[config.mk]
export PLATFORM = sky130hd
export DESIGN_NAME = sdp_ram_port_arbiter
export DESIGN_NICKNAME = d
export VERILOG_FILES = /design/src/rtl/sdp_ram_port_arbiter.sv
export SDC_FILE = /design/constraint.sdc
export NUM_CORES = 1
export LEC_CHECK = 0
export ABC_AREA = 0
export BUFFER_PORTS_ARGS = -buffer_cell sky130_fd_sc_hd__buf_2
export CAP_MARGIN = 10
export CORE_UTILIZATION = 31
export CTS_CLUSTER_SIZE = 10
export DETAILED_ROUTE_END_ITERATION = 8
export PLACE_DENSITY_LB_ADDON = 0.3
export SLEW_MARGIN = 20
export SYNTH_ARGS = -nofsm -noshare
export SYNTH_HDL_FRONTEND = slang
export SYNTH_HIERARCHICAL = 1
export SYNTH_SLANG_ARGS = --single-unit
[constraint.sdc]
create_clock -name clk -period 2.1 [get_ports clk]
set_input_delay 0 -clock clk [delete_from_list [all_inputs] [get_ports clk]]
set_output_delay 0 -clock clk [all_outputs]
set_load 0.01 [all_outputs]
[src/rtl/sdp_ram_port_arbiter.sv]
// Two-client front end for a simple dual-port RAM: the write port and the read port each
// have their own 2-way round-robin arbiter, so a write and a read can be granted in one cycle.

module sdp_ram_port_rr2 (
  input  logic       clk,
  input  logic       rst,
  input  logic [1:0] req_i,
  output logic [1:0] gnt_o
);

  logic ptr_q, ptr_d;

  // NOTE: every output of a combinational block gets a default first, so no path infers a latch.
  always_comb begin
    gnt_o = 2'b00;
    if (!rst) begin
      case (req_i)
        2'b01:   gnt_o = 2'b01;
        2'b10:   gnt_o = 2'b10;
        2'b11:   gnt_o = ptr_q ? 2'b10 : 2'b01;
        default: gnt_o = 2'b00;
      endcase
    end
  end

  // The pointer names the client preferred on the next tie: the one not just served.
  always_comb begin
    ptr_d = ptr_q;
    if (gnt_o[0]) begin
      ptr_d = 1'b1;
    end else if (gnt_o[1]) begin
      ptr_d = 1'b0;
    end
  end

  // NOTE: sequential state uses non-blocking assignments so every flop samples pre-edge values.
  always_ff @(posedge clk) begin
    if (rst) begin
      ptr_q <= 1'b0;
    end else begin
      ptr_q <= ptr_d;
    end
  end

endmodule

module sdp_ram_port_arbiter #(
  parameter int DATA_WIDTH = 8,
  parameter int ADDR_WIDTH = 7
) (
  input  logic                  clk,
  input  logic                  rst,
  input  logic                  c0_req,
  input  logic                  c0_we,
  input  logic [ADDR_WIDTH-1:0] c0_addr,
  input  logic [DATA_WIDTH-1:0] c0_wdata,
  output logic                  c0_gnt,
  output logic                  c0_rvalid,
  output logic [DATA_WIDTH-1:0] c0_rdata,
  input  logic                  c1_req,
  input  logic                  c1_we,
  input  logic [ADDR_WIDTH-1:0] c1_addr,
  input  logic [DATA_WIDTH-1:0] c1_wdata,
  output logic                  c1_gnt,
  output logic                  c1_rvalid,
  output logic [DATA_WIDTH-1:0] c1_rdata,
  output logic                  ram_we,
  output logic [ADDR_WIDTH-1:0] ram_add_w,
  output logic [DATA_WIDTH-1:0] ram_data_w,
  output logic [ADDR_WIDTH-1:0] ram_add_r,
  input  logic [DATA_WIDTH-1:0] ram_data_r
);

  logic [1:0] wr_cand, rd_cand;
  logic [1:0] wr_gnt, rd_gnt;
  logic [1:0] rvalid_q, rvalid_d;

  assign wr_cand = {c1_req &  c1_we, c0_req &  c0_we};
  assign rd_cand = {c1_req & ~c1_we, c0_req & ~c0_we};

  sdp_ram_port_rr2 u_wr_arb (
    .clk   (clk),
    .rst   (rst),
    .req_i (wr_cand),
    .gnt_o (wr_gnt)
  );

  sdp_ram_port_rr2 u_rd_arb (
    .clk   (clk),
    .rst   (rst),
    .req_i (rd_cand),
    .gnt_o (rd_gnt)
  );

  // A client is either a write or a read candidate, never both, so OR-ing is one grant at most.
  assign c0_gnt = wr_gnt[0] | rd_gnt[0];
  assign c1_gnt = wr_gnt[1] | rd_gnt[1];

  always_comb begin
    ram_we     = 1'b0;
    ram_add_w  = '0;
    ram_data_w = '0;
    if (wr_gnt[0]) begin
      ram_we     = 1'b1;
      ram_add_w  = c0_addr;
      ram_data_w = c0_wdata;
    end else if (wr_gnt[1]) begin
      ram_we     = 1'b1;
      ram_add_w  = c1_addr;
      ram_data_w = c1_wdata;
    end
  end

  always_comb begin
    ram_add_r = '0;
    if (rd_gnt[0]) begin
      ram_add_r = c0_addr;
    end else if (rd_gnt[1]) begin
      ram_add_r = c1_addr;
    end
  end

  // Read grants are already masked by rst, so a read cannot straddle a reset edge.
  assign rvalid_d = rd_gnt;

  always_ff @(posedge clk) begin
    if (rst) begin
      rvalid_q <= 2'b00;
    end else begin
      rvalid_q <= rvalid_d;
    end
  end

  assign c0_rvalid = rvalid_q[0];
  assign c1_rvalid = rvalid_q[1];
  assign c0_rdata  = ram_data_r;
  assign c1_rdata  = ram_data_r;

endmodule
# --- Yosys cells after proc, flatten, opt, wreduce, memory -nomap -nowiden ---
# Index checks and enable logic that the tools add are counted.
word_totals:
  regBits: 4
  output_inout_bits: 43
op_classes:
  eq_ne: 6
  muxes: 18
  n_bitwise: 8
  n_reduce_logical: 2
op_table:
  columns: ["op", "n"]
  rows:
  - ["$mux 7", 4]
  - ["$mux 8", 2]
  - ["$pmux 2 s3", 2]
  - ["$eq 2x2->1 const B", 4]
  - ["$mux 2", 4]
  - ["$mux 1", 6]
  - ["$and 1x1->1", 4]
  - ["$eq 2x1->1 const B", 2]
  - ["$reduce_bool 2->1", 2]
  - ["$not 1->1", 2]
  - ["$or 1x1->1", 2]

# --- Depth between registers and ports, before layout ---
logic_depth:
  ltp_word: 7
  depth_mapped: 8
  depth_no_buf: 5

# --- Modules after synthesis ---
# Netlist, hierarchy kept.
by_module_without_submodules:
  columns: ["mod", "n_inst", "cells_each", "area_each_um2"]
  rows:
  - ["sdp_ram_port_arbiter", 1, 73, 500.5]
  - ["sdp_ram_port_rr2", 2, 7, 68.8]

# --- Least setup slack after synthesis ---
# OpenSTA, ideal clock, no wires.
synth_path:
  kind: "reg2out"
  startpoint: "reg u_wr_arb.ptr_q"
  endpoint: "out ram_add_w[0]"
  arrival_time_ps: 1157
  required_time_ps: 2100
  slack_ps: 943
  path_stages_with_launch: 7
  n_path_buf: 3
  cell_sequence: "dfxtp_1 > a21oi_2 > and2_1 > buf_4 > buf_6 > buf_6 > a22o_1"
synth_via:
  word_cells_on_any_way: 5
  cone_classes: "mux (5)"
synth_lines:
  columns: ["element", "line_no", "rtl"]
  rows:
  - ["start, declared", "11", "logic ptr_q, ptr_d;"]
  - ["start signal, assigned", "41", "ptr_q <= ptr_d;"]
  - ["$mux 2", "20", "2'b11: gnt_o = ptr_q ? 2'b10 : 2'b01;"]
  - ["$pmux 2 s3", "17", "case (req_i)"]
  - ["$mux 2", "16", "if (!rst) begin"]
  - ["via wr_gnt[0]", "75", "logic [1:0] wr_gnt, rd_gnt;"]
  - ["$mux 7", "103", "if (wr_gnt[0]) begin"]
  - ["end, declared", "68", "output logic [ADDR_WIDTH-1:0] ram_add_w,"]
# The timed path passes the listed nets, and every way through them passes these cells.

# --- Worst setup path in the final report ---
layout_path:
  startpoint: "reg u_wr_arb.ptr_q"
  endpoint: "out ram_add_w[1]"
layout_via:
  elab_chain_len: 5
layout_lines:
  columns: ["element", "line_no", "rtl"]
  rows:
  - ["$mux 2", "20", null]
  - ["$pmux 2 s3", "17", null]
  - ["$mux 2", "16", null]
  - ["via wr_gnt[1]", "75", null]
  - ["$mux 7", "107", "end else if (wr_gnt[1]) begin"]
  - ["$mux 7", "103", null]
# The timed path passes the listed nets, and every way through them passes these cells.

==> impl_metrics.env <==
export IMPL_result_of_the_run="completed"
export IMPL_hold_worst_slack_ns=0.00000569
export IMPL_filler_cell_count=210
export IMPL_maximum_vdd_ir_drop_uv=219
export IMPL_power_per_cell_area_nw_per_um2=367
export IMPL_grt_met1_usage_pct=14.3
export IMPL_path_delay_family="simple AND/OR/NAND/NOR gates"
export IMPL_timing_setup_critical_path_class="reg -> out"
export IMPL_die_h_um=47.4
export IMPL_drt_antenna_violating_nets=0
export IMPL_clock_root_buffer="clkbuf_4"
export IMPL_timing_hold_worst_start="ram_data_r[2]"
export IMPL_floorplan_rows=16
export IMPL_clock_latency_ns=0.24
export IMPL_synth_top_flop_cell="dfxtp_1"
export IMPL_pin_count_of_the_biggest_net_entering_global_routing=20
export IMPL_final_design_area_no_fill_um2=833
export IMPL_hold_crit_class="in -> out"
export IMPL_worst_setup_path_end_kind="output pin"
export IMPL_fin_crit_ns=1.62
export IMPL_grt_setup_unrepaired="false"
export IMPL_via_density_per_instance=4.58
export IMPL_synth_yosys_seq_area_share_pct=12.5
export IMPL_globalRouteTotalUtil_pct=13.3
export IMPL_max_slew_margin_vs_limit_pct=63.1
export IMPL_detail_route_wirelength_mm=1.65
export IMPL_dp_final_hpwl_mm=1.32
export IMPL_setup_tns_ns=0
export IMPL_netlist_instances=87
export IMPL_final_setup_fails=0
export IMPL_netlist_top_cell_by_area="buf_4"
export IMPL_initial_drt_pass_iterations=4
export IMPL_detailedPlace_worstSlack_ns=0.714
export IMPL_cts_made_buffers=3
export IMPL_cts_post_setup_buffers_inserted=0
export IMPL_critical_path_arrival_ns=1.62
export IMPL_synth_cells_most_frequent="buf_4 (18), nand2_1 (18), a22o_1 (13)"
export IMPL_max_slew_worst_pin_slew_ns=0.552
export IMPL_start_point_of_the_critical_path="u_wr_arb/ptr_q"
export IMPL_cp_start_kind="register"
export IMPL_dr_first_iter_drc_count=4
export IMPL_remaining_routing_drc_violations=0
export IMPL_max_capacitance_violation_count=0
export IMPL_ys_warn_count=6
export IMPL_crit_slowest_cell="nor2b_4"
export IMPL_synth_seq_cells=4
export IMPL_synth_area_per_cell_um2=7.33
export IMPL_cts_hold_fix_buffers=0
export IMPL_number_of_global_route_vias_before_repair=514
export IMPL_post_cts_resized=0
export IMPL_clk_path_buf_depth=2
export IMPL_area_growth_syn_to_layout_pct=30.6
export IMPL_grt_overflow=0
export IMPL_clock_sinks=4
export IMPL_async_reset_ff_share_pct=0
export IMPL_grt_busiest_layer="met2"
export IMPL_cts_h_tree_lvls=1
export IMPL_weighted_congestion_reported_at_the_end_of_routability_driven_placement=0.696
export IMPL_num_vias=719
export IMPL_path_max_fanout=13
export IMPL_die_width_um=47.4
export IMPL_timing_rr_start="u_rd_arb/ptr_q"
export IMPL_fin_nets=176
export IMPL_portBuffers=62
export IMPL_coreArea_um2=1940
export IMPL_synth_nets=131
export IMPL_cp_cell_sequence="nor2b_1 -> nor3b_2 -> nor2b_4 -> a22o_1 -> buf_2"
export IMPL_final_setup_worst_slack_ns=0.484
export IMPL_grt_antenna_before_repair=0
export IMPL_netlist_top_cells_area="buf_4 (21%), a22o_1 (18%), dfxtp_1 (13%), nand2_1 (11%), nor2b_1 (5.9%)"
export IMPL_finalCritPeriodShare_pct=76.9
export IMPL_critical_path_required_ns=2.10
export IMPL_start_util_pct=32.9
export IMPL_fraction_of_layout_cells_with_a_size_suffix_above_1_pct=54.6
export IMPL_num_antenna_cells=0
export IMPL_achievable_frequency_ghz=0.619
export IMPL_slowest_delay_ns=0.38
export IMPL_post_synth_num_cell_types=15
export IMPL_top_level_ports=87
export IMPL_finalClockSkew_ns=0.00151
export IMPL_post_synth_instance_area_um2=638
export IMPL_cp_buffers_inverters=1
export IMPL_yosysTopAreaCellShare_pct=21.2
export IMPL_route_detailed_wl_per_inst_um=10.5
export IMPL_grt_use_met3_pct=3.85
export IMPL_global_route_usage_met2_pct=23.6
export IMPL_grt_first_pass_wirelength_mm=2.10
export IMPL_report_final_slew_viol_count=0
export IMPL_p_leak_uw=0.000464
export IMPL_clk_transition_reported_paths_ns=0.04
export IMPL_die_area_um2=2240
export IMPL_edff_count_synth=0
export IMPL_finalHoldViolCount=0
export IMPL_tritoncts_clock_tree="yes"
export IMPL_post_dp_cell_area_um2=811
cells in the final DEF (no fill, tap or decap):
cell and count:
a21oi_2 2, a22o_1 13, and2_1 4, buf_2 62, buf_4 1, clkbuf_4 3, dfxtp_1 4, nand2_1 18
nor2b_1 6, nor2b_4 1, nor3b_2 2, o21a_1 2, o21ai_0 7, o21ai_1 2, or2_1 3
area by class of cell:
type / count / area [µm²] / share of cell area, %
flip-flops and latches: 4 / 80.1 / 9.61
repair buffers: 63 / 318 / 38.1
multi-input cells: 60 / 379 / 45.5
clock buffers: 3 / 22.5 / 2.70
well taps: 27 / 33.8 / 4.05
report_power, final:
group | total, µW | internal [µW] | leakage, µW | switching (µW)
sequential | 82.6 | 80.1 | 0.0000328 | 2.50
combinational | 124 | 63.0 | 0.000417 | 60.6
clock | 99.8 | 64.2 | 0.0000138 | 35.6
sequential cells by signal (all words and copies together), names as in the netlist:
signal and cells:
u_wr_arb/ptr_q 1, u_rd_arb/ptr_q 1, rvalid_q 2
logic make-up (layout without fill, tap and decap cells):
| logic type | after synthesis | after routing | synth area share, % |
|---|---|---|---|
| AND/OR/NAND/NOR | 34 | 34 | 29.4 |
| AO/OA/AOI/OAI | 26 | 26 | 30.0 |
| buffers and inverters | 23 | 66 | 28.0 |
| flip-flops | 4 | 4 | 12.5 |
layer usage:
layer / wire, µm / vias up
li1: - / 365
met1: 688 / 317
met2: 801 / 37
met3: 161 / 0
met4: 0 / 0
met5: 0 / -
final timing paths:
path	to	slack (ns)	cells after the start
max	ram_add_w[1]	0.48	5
min	c1_rdata[2]	0.000006	0
max reg2reg	rvalid_q[1]	0.96	3
min reg2reg	u_wr_arb/ptr_q	0.51	1
through the flow:
step | power (µW) | instances | util [%]
2_1_floorplan | 180 | 87 | -
3_3_place_gp | 206 | 154 | 41.8
3_5_place_dp | 208 | 154 | 41.8
4_1_cts | 313 | 157 | 42.9
5_1_grt | 329 | 157 | 42.9
6_report | 306 | 157 | 42.9
Note: power is estimated with default switching activity, not from simulation.
